### config.mk
export PLATFORM = sky130hd
export DESIGN_NAME = matrix_deserialize
export DESIGN_NICKNAME = d
export VERILOG_FILES = /design/src/rtl/matrix_deserialize.sv
export SDC_FILE = /design/constraint.sdc
export NUM_CORES = 1
export LEC_CHECK = 0
export ABC_AREA = 1
export ABC_CLOCK_PERIOD_IN_PS = 4590
export BUFFER_PORTS_ARGS = -buffer_cell sky130_fd_sc_hd__buf_2
export CAP_MARGIN = 25
export CELL_PAD_IN_SITES_DETAIL_PLACEMENT = 1
export CELL_PAD_IN_SITES_GLOBAL_PLACEMENT = 1
export CORE_MARGIN = 5
export CORE_UTILIZATION = 43
export DETAILED_ROUTE_END_ITERATION = 8
export PLACE_DENSITY_LB_ADDON = 0.08
export SYNTH_ARGS = -nofsm -noshare
export SYNTH_HDL_FRONTEND = slang
export SYNTH_SLANG_ARGS = --single-unit
### constraint.sdc
create_clock -name clk -period 4.59 [get_ports clk]
set_input_delay 0.459 -clock clk [delete_from_list [all_inputs] [get_ports clk]]
set_output_delay 0.459 -clock clk [all_outputs]
set_load 0.05 [all_outputs]
### src/rtl/matrix_deserialize.sv
// Collects a row-major stream of complex elements into one wide matrix beat.
// Optional framing checks on s_axis_tlast: define MATRIX_DESERIALIZE_TLAST_CHECK_EN.
module matrix_deserialize #(
  parameter int MAT_WIDTH    = 4,
  parameter int MAT_HEIGHT   = 4,
  parameter int ELEMENT_SIZE = 32
) (
  input  logic                                      clk,
  input  logic                                      reset_n,
  input  logic [ELEMENT_SIZE-1:0]                   s_axis_tdata,
  input  logic                                      s_axis_tvalid,
  input  logic                                      s_axis_tlast,
  input  logic                                      s_axis_tuser,
  output logic                                      s_axis_tready,
  output logic [MAT_WIDTH*MAT_HEIGHT*ELEMENT_SIZE-1:0] m_axis_tdata,
  output logic                                      m_axis_tvalid,
  input  logic                                      m_axis_tready,
  output logic                                      m_axis_tlast,
  output logic                                      m_axis_tuser,
  output logic                                      err_tlast
);

  localparam int N     = MAT_WIDTH * MAT_HEIGHT;
  localparam int IDX_W = (N > 1) ? $clog2(N) : 1;
  localparam logic [IDX_W-1:0] IDX_LAST = IDX_W'(N - 1);
  localparam logic [IDX_W-1:0] IDX_ONE  = IDX_W'(1);
  localparam logic [IDX_W-1:0] IDX_ZERO = {IDX_W{1'b0}};

  typedef enum logic [0:0] {
    COLLECT = 1'b0,
    OUTPUT  = 1'b1
  } state_t;

  state_t                        state_r;
  state_t                        state_next_s;
  logic [IDX_W-1:0]              idx_r;
  logic [IDX_W-1:0]              idx_next_s;
  logic [N*ELEMENT_SIZE-1:0]     data_r;
  logic                          tuser_r;
  logic                          err_r;
  logic                          accept_s;
  logic                          last_s;
  logic                          frame_err_s;

`ifndef MATRIX_DESERIALIZE_TLAST_CHECK_EN
  logic                          unused_tlast_s;
  assign unused_tlast_s = s_axis_tlast;
`endif

  // All outputs come straight from registers.
  assign s_axis_tready = (state_r == COLLECT);
  assign m_axis_tvalid = (state_r == OUTPUT);
  assign m_axis_tdata  = data_r;
  assign m_axis_tlast  = 1'b1;
  assign m_axis_tuser  = tuser_r;
  assign err_tlast     = err_r;

  // Next-state, index advance and framing-error detection.
  always_comb begin
    state_next_s = state_r;
    idx_next_s   = idx_r;
    accept_s     = 1'b0;
    last_s       = 1'b0;
    frame_err_s  = 1'b0;
    case (state_r)
      COLLECT: begin
        accept_s = s_axis_tvalid;
        if (s_axis_tvalid) begin
`ifdef MATRIX_DESERIALIZE_TLAST_CHECK_EN
          // Early tlast closes the matrix; missing tlast on the final slot is flagged only.
          last_s      = (idx_r == IDX_LAST) || s_axis_tlast;
          frame_err_s = (idx_r == IDX_LAST) ? ~s_axis_tlast : s_axis_tlast;
`else
          last_s      = (idx_r == IDX_LAST);
          frame_err_s = 1'b0;
`endif
          if (last_s) begin
            state_next_s = OUTPUT;
            idx_next_s   = IDX_ZERO;
          end else begin
            state_next_s = COLLECT;
            idx_next_s   = idx_r + IDX_ONE;
          end
        end else begin
          state_next_s = COLLECT;
          idx_next_s   = idx_r;
        end
      end
      OUTPUT: begin
        if (m_axis_tready) begin
          state_next_s = COLLECT;
        end else begin
          state_next_s = OUTPUT;
        end
      end
      default: begin
        state_next_s = COLLECT;
        idx_next_s   = IDX_ZERO;
      end
    endcase
  end

  // State, slot buffer, sideband capture and sticky error flag.
  always_ff @(posedge clk or negedge reset_n) begin
    if (!reset_n) begin
      state_r <= COLLECT;
      idx_r   <= IDX_ZERO;
      data_r  <= {(N*ELEMENT_SIZE){1'b0}};
      tuser_r <= 1'b0;
      err_r   <= 1'b0;
    end else begin
      state_r <= state_next_s;
      idx_r   <= idx_next_s;
      if (accept_s) begin
        data_r[idx_r*ELEMENT_SIZE +: ELEMENT_SIZE] <= s_axis_tdata;
        if (idx_r == IDX_ZERO) begin
          tuser_r <= s_axis_tuser;
        end
      end else if ((state_r == OUTPUT) && m_axis_tready) begin
        // Clearing on handshake keeps unwritten slots zero after an early tlast.
        data_r  <= {(N*ELEMENT_SIZE){1'b0}};
        tuser_r <= 1'b0;
      end
      if (frame_err_s) begin
        err_r <= 1'b1;
      end
    end
  end

endmodule
## After elaboration in Yosys (flattened, before gate mapping)

Index checks and enable logic that the tools add are counted.

| cells by class | value |
|---|---|
| add/sub/neg operators | 2 |
| equal/unequal tests | 2 |
| shifts and indexed selects | 2 |
| mux-type cells | 12 |
| bitwise logic cells | 1 |
| reduce and logical (&&, ||, !) cells | 5 |

Operator list:

| cell | number |
|---|---|
| 512-bit 2-to-1 mux | 2 |
| 512-bit bitwise mux | 1 |
| 32-bit by 34-bit variable shift with 512-bit output, first input constant | 1 |
| 32-bit by 34-bit indexed part select with 512-bit output | 1 |
| 9-bit negation with 34-bit output | 1 |
| 1-bit 2-to-1 mux | 7 |
| 4-bit by 1-bit adder with 4-bit output, second input constant | 1 |
| 4-bit equality test, second input constant | 1 |
| 4-bit logical NOT | 1 |
| 4-bit 2-to-1 mux | 1 |
| 2-bit AND reduction | 2 |
| 2-bit by 1-bit inequality test with 1-bit output, second input constant | 1 |
| 1-bit one-hot mux with 2 select lines | 1 |
| 2-bit nonzero test | 1 |
| 1-bit logical AND | 1 |
| 1-bit inverter | 1 |

| storage, ports and cells | value |
|---|---|
| register bits | 518 |
| output and inout port bits | 517 |
| logic and storage cells | 28 |

## Logic depth before layout (Yosys ltp)

| depth | value |
|---|---|
| word-level depth | 4 |
| gate-level depth with buffers | 12 |
| mapped depth without buffers | 11 |

## Worst setup path before layout

No wires, ideal clock.

| path | value |
|---|---|
| path kind | flip-flop to flip-flop |
| start point | register idx_r[0] |
| end point | register data_r[322] (netlist: m_axis_tdata[322]) |
| arrival | 1.856 ns |
| data required time | 4.470 ns |
| path slack | 2.613 ns |
| stages on the path, launching flop included | 9 |
| path buffers | 2 |
| period minus slack after synthesis | 1.977 ns |
| path through | dfrtp_1 > inv_1 > ha_1 > buf_2 > inv_2 > buf_1 > nor3_1 > nand4_1 > nand2_1 |

| between the ends | value |
|---|---|
| cells in the longest elaborated chain, start to end | 4 |
| elaborated cells on any way between the ends | 5 |
| classes of those cells | add/sub: 1; shift: 2; mux: 2 |

Ends and longest elaborated chain:

| what | RTL line | RTL |
|---|---|---|
| from (decl) | 36 | `logic [IDX_W-1:0] idx_r;` |
| from (signal assigned) | 113 | `idx_r <= idx_next_s;` |
| 9-bit negation with 34-bit output * | 115 | `data_r[idx_r*ELEMENT_SIZE +: ELEMENT_SIZE] <= s_axis_tdata;` |
| 32-bit by 34-bit indexed part select with 512-bit output / 32-bit by 34-bit variable shift with 512-bit output (equally long branches) | 115 |  |
| 512-bit bitwise mux * | 115 |  |
| 512-bit 2-to-1 mux * | 114 | `if (accept_s) begin` |
| to (signal assigned) | 108 | `data_r <= {(N*ELEMENT_SIZE){1'b0}};` |
| to (signal, indexed assignment) | 115 |  |
| to (signal assigned) | 121 | `data_r <= {(N*ELEMENT_SIZE){1'b0}};` |
| to (decl) | 38 | `logic [N*ELEMENT_SIZE-1:0] data_r;` |

Every way passes the cells marked *; elsewhere a longest branch is shown, timed or not.
A chain may end at the register's enable or synchronous reset.

## Final worst setup path

| path | value |
|---|---|
| start point | register idx_r[0] |
| end point | register data_r[11] (netlist: m_axis_tdata[11]) |

The elaborated chain is that of the path after synthesis.

==> impl_metrics.toml <==
[worst_hold_path]
holdPathStages = 3
hold_end = "m_axis_tuser$_DFFE_PN0P_"
min_path_type = "input port to flop"
hold_path.startpoint = "s_axis_tuser"

[floorplan]
core_area_sq_mm = 0.05161
die_h_um = 238.8
die_w_um = 238.8
io_pins = 555
core.rowCount = 83
start_util_pct = 43.62
dieArea_sq_mm = 0.05703

[route]
dr.pass1.iters = 7
drc = 0
wl_um = 96390
drtIter0Drc = 2059
avgRoutedWirePerCell_um = 26.17
vias = 21360
ant_nets = 0
routed_via_density = 5.799

[setup_path]
r2r.worst_path.cells = 10
crit_required_ns = 5.14
path_class = "flop to flop"
rr_endpoint = "m_axis_tdata[11]$_DFFE_PN0P_"
rr_startpoint = "idx_r[0]$_DFFE_PN0P_"
cp_common_cell = "nand2_1"
cp-end-kind = "flop"
critPathMaxStageDelay_ns = 0.66
start_kind = "flop"
worst-endpoint-arrival_ns = 3.89
crit_fanout = 69
slowest_stage = "buf_4"
setup.worst_path.start = "idx_r[0]$_DFFE_PN0P_"
cp_cell_sequence = "inv_1 -> ha_2 -> nand2_1 -> nand2_4 -> buf_4 -> nand2_1 -> nor3_4 -> buf_4 -> nand3_1 -> nand2_1"
ff2ff_setup_slack_ns = 1.24

[timing]
setup-tns-final_ns = 0
clock.fmax_mhz = 298.7
finalClockSkew_ns = 0.02057
max-slew-margin-rel_pct = 31.29
finalHoldViolations = 0
period_minus_slack_ns = 3.348
min_period_over_period_pct = 72.94
finalSetupViolCount = 0
finalMaxSlewViolations = 0
tightest_slew_ns = 1.031
rsz0062_at_grt = "false"

[cells_and_area]
area_growth_syn_to_layout_pct = 21.55
num-fill-cells = 6149
nets = 2998
most-common-layout-cells = "nand3_1, nand2_1, buf_2, dfrtp_1, nand4_1"
regArea_sq_mm = 0.01296
layout_commonest_cell = "nand3_1"
drive_above_1_share_pct = 24.59
multiInputGateArea_sq_mm = 0.008299

[clock_network]
clock-sinks = 518
cts.path.max_buffers = 3
cts_root_buffer = "clkbuf_16"
cts_buffers = 56
path_clk_slew_ns = 0.06
post_cts_buffers = 0
insertion_delay_ns = 0.62
htree_num_levels = 2
cts_tree = "yes"

[global_routing]
antenna_found_initial = 7
overflow = 0
grt_start_max_net_pins = 201
grt_pass1_vias = 22070
grt_pass1_wl_um = 143500
track_usage_pct = 32.69

[job]
drv_cap = 0

[pwr]
internal-power_w = 0.01102
peakVddDrop_uv = 634.9
pwr-share-seq_pct = 28.7
p_leak_nw = 16.15
powerDensity_mw_per_mm2 = 896.6
p_sw_w = 0.01352
p_total_w = 0.02454
clkPwrFrac_pct = 18.8
netSwitchingFraction_pct = 55.09
p_comb_share_pct = 52.5

[synth]
synthesis.yosys.warnings = 0
synth_cells = 2544
ys_ff_latch = 518
synthesis.area_sq_mm = 0.02251
synth_cell_types = 27
syn_avg_cell_area_sq_um = 8.849
syn_nets = 2585
seq_area_frac_synth_pct = 57.58

[placement]
io_buffer_count = 551
dp_hpwl_um = 62570
place_congestion = 0.8496

[run_status]
run_status = "finished clean"
## sequential cells by signal, indices dropped and copies added, names as in the netlist
name	count
m_axis_tvalid	1
idx_r	4
m_axis_tuser	1
m_axis_tdata	512
## logic make-up (layout without fill, tap and decap cells)
family / Yosys count / in the layout / synth area share (%)
simple gates: 1726 / 1726 / 36.23
flops: 518 / 518 / 57.58
buf+inv: 288 / 741 / 5.786
compound gates: 5 / 5 / 0.1278
other cells: 2 / 8 / 0.03336
xor+xnor: 2 / 2 / 0.07782
fa+ha+maj: 3 / 3 / 0.1667
## cell usage after synthesis, drive strengths merged
| cell type | count | area [sq um] |
|---|---|---|
| o32ai | 1 | 8.760 |
| o21ai | 4 | 20.01 |
| xor2 | 2 | 17.52 |
| conb | 2 | 7.510 |
| ha | 3 | 37.54 |
| clkbuf | 80 | 300.3 |
| nor2 | 79 | 392.9 |
| inv | 52 | 197.7 |
| nand3 | 790 | 3964 |
| nand2 | 656 | 2477 |
| buf | 156 | 804.5 |
| dfrtp | 518 | 12960 |
| nor3 | 68 | 490.5 |
| nand4 | 133 | 832.1 |
## power groups by stage
stage	registers, W	clock network [W]	logic, W
2_1_floorplan	0.0121	0	0.00403
3_3_place_gp	0.00702	0	0.0127
3_5_place_dp	0.00708	0	0.0128
4_1_cts	0.00703	0.00466	0.0129
5_1_grt	0.00719	0.00485	0.0135
6_report	0.00704	0.00461	0.0129
## worst max path at each step
stage | endpoint | cells past startpoint
global route | m_axis_tdata[11]$_DFFE_PN0P_ | 11
detailed placement | m_axis_tdata[0]$_DFFE_PN0P_ | 10
floorplan | m_axis_tdata[322]$_DFFE_PN0P_ | 8
finish | m_axis_tdata[11]$_DFFE_PN0P_ | 10
CTS | m_axis_tdata[11]$_DFFE_PN0P_ | 10
global placement | m_axis_tdata[124]$_DFFE_PN0P_ | 8
## what timing repair did
item | CTS | global route
endpoints found under the hold margin | 91 | 0
gates resized for setup | 0 | 0
hold buffers | 1 | 0
setup endpoints to repair | 0 | 0
## worst max-delay path, delay by kind of cell (launching register included)
family	cells	cell delay, ns
adders and majority gates	1	0.27
and+or+nand+nor	6	1.28
DFF	1	0.44
buffers and inverters	3	1.29
## metrics by stage
step                worst slack, ns  std cells  utilization [%]  instance area (sq um)  hold slack, ns
floorplan                     2.613       2544                -                  22510          0.1634
global placement              1.304       3576            49.32                  25460          0.4503
detailed placement            1.276       3576            49.32                  25460          0.4528
CTS                           1.242       3675            52.88                  27290         0.04921
global route                  1.035       3681            53.01                  27360         0.07244
finish                        1.242       3683            53.02                  27370         0.08502
## final cells by class
cell class	count	share of cell area, %
Sequential cell	518	47.37
Multi-Input combinational cell	1738	30.33
Timing Repair Buffer	591	11.73
Clock buffer	76	5.802
Tap cell	680	3.109
Clock inverter	22	0.8824
Inverter	52	0.7224
Antenna cell	6	0.05487
## metal layers
metal	vias to the layer above	wire (um)	GRT usage, %
li1	9417	-	-
met1	10940	38900	44.28
met2	829	45270	51.42
met3	165	8154	7.960
met4	6	4032	12.23
met5	-	34	0
(Power assumes the default switching activity.)
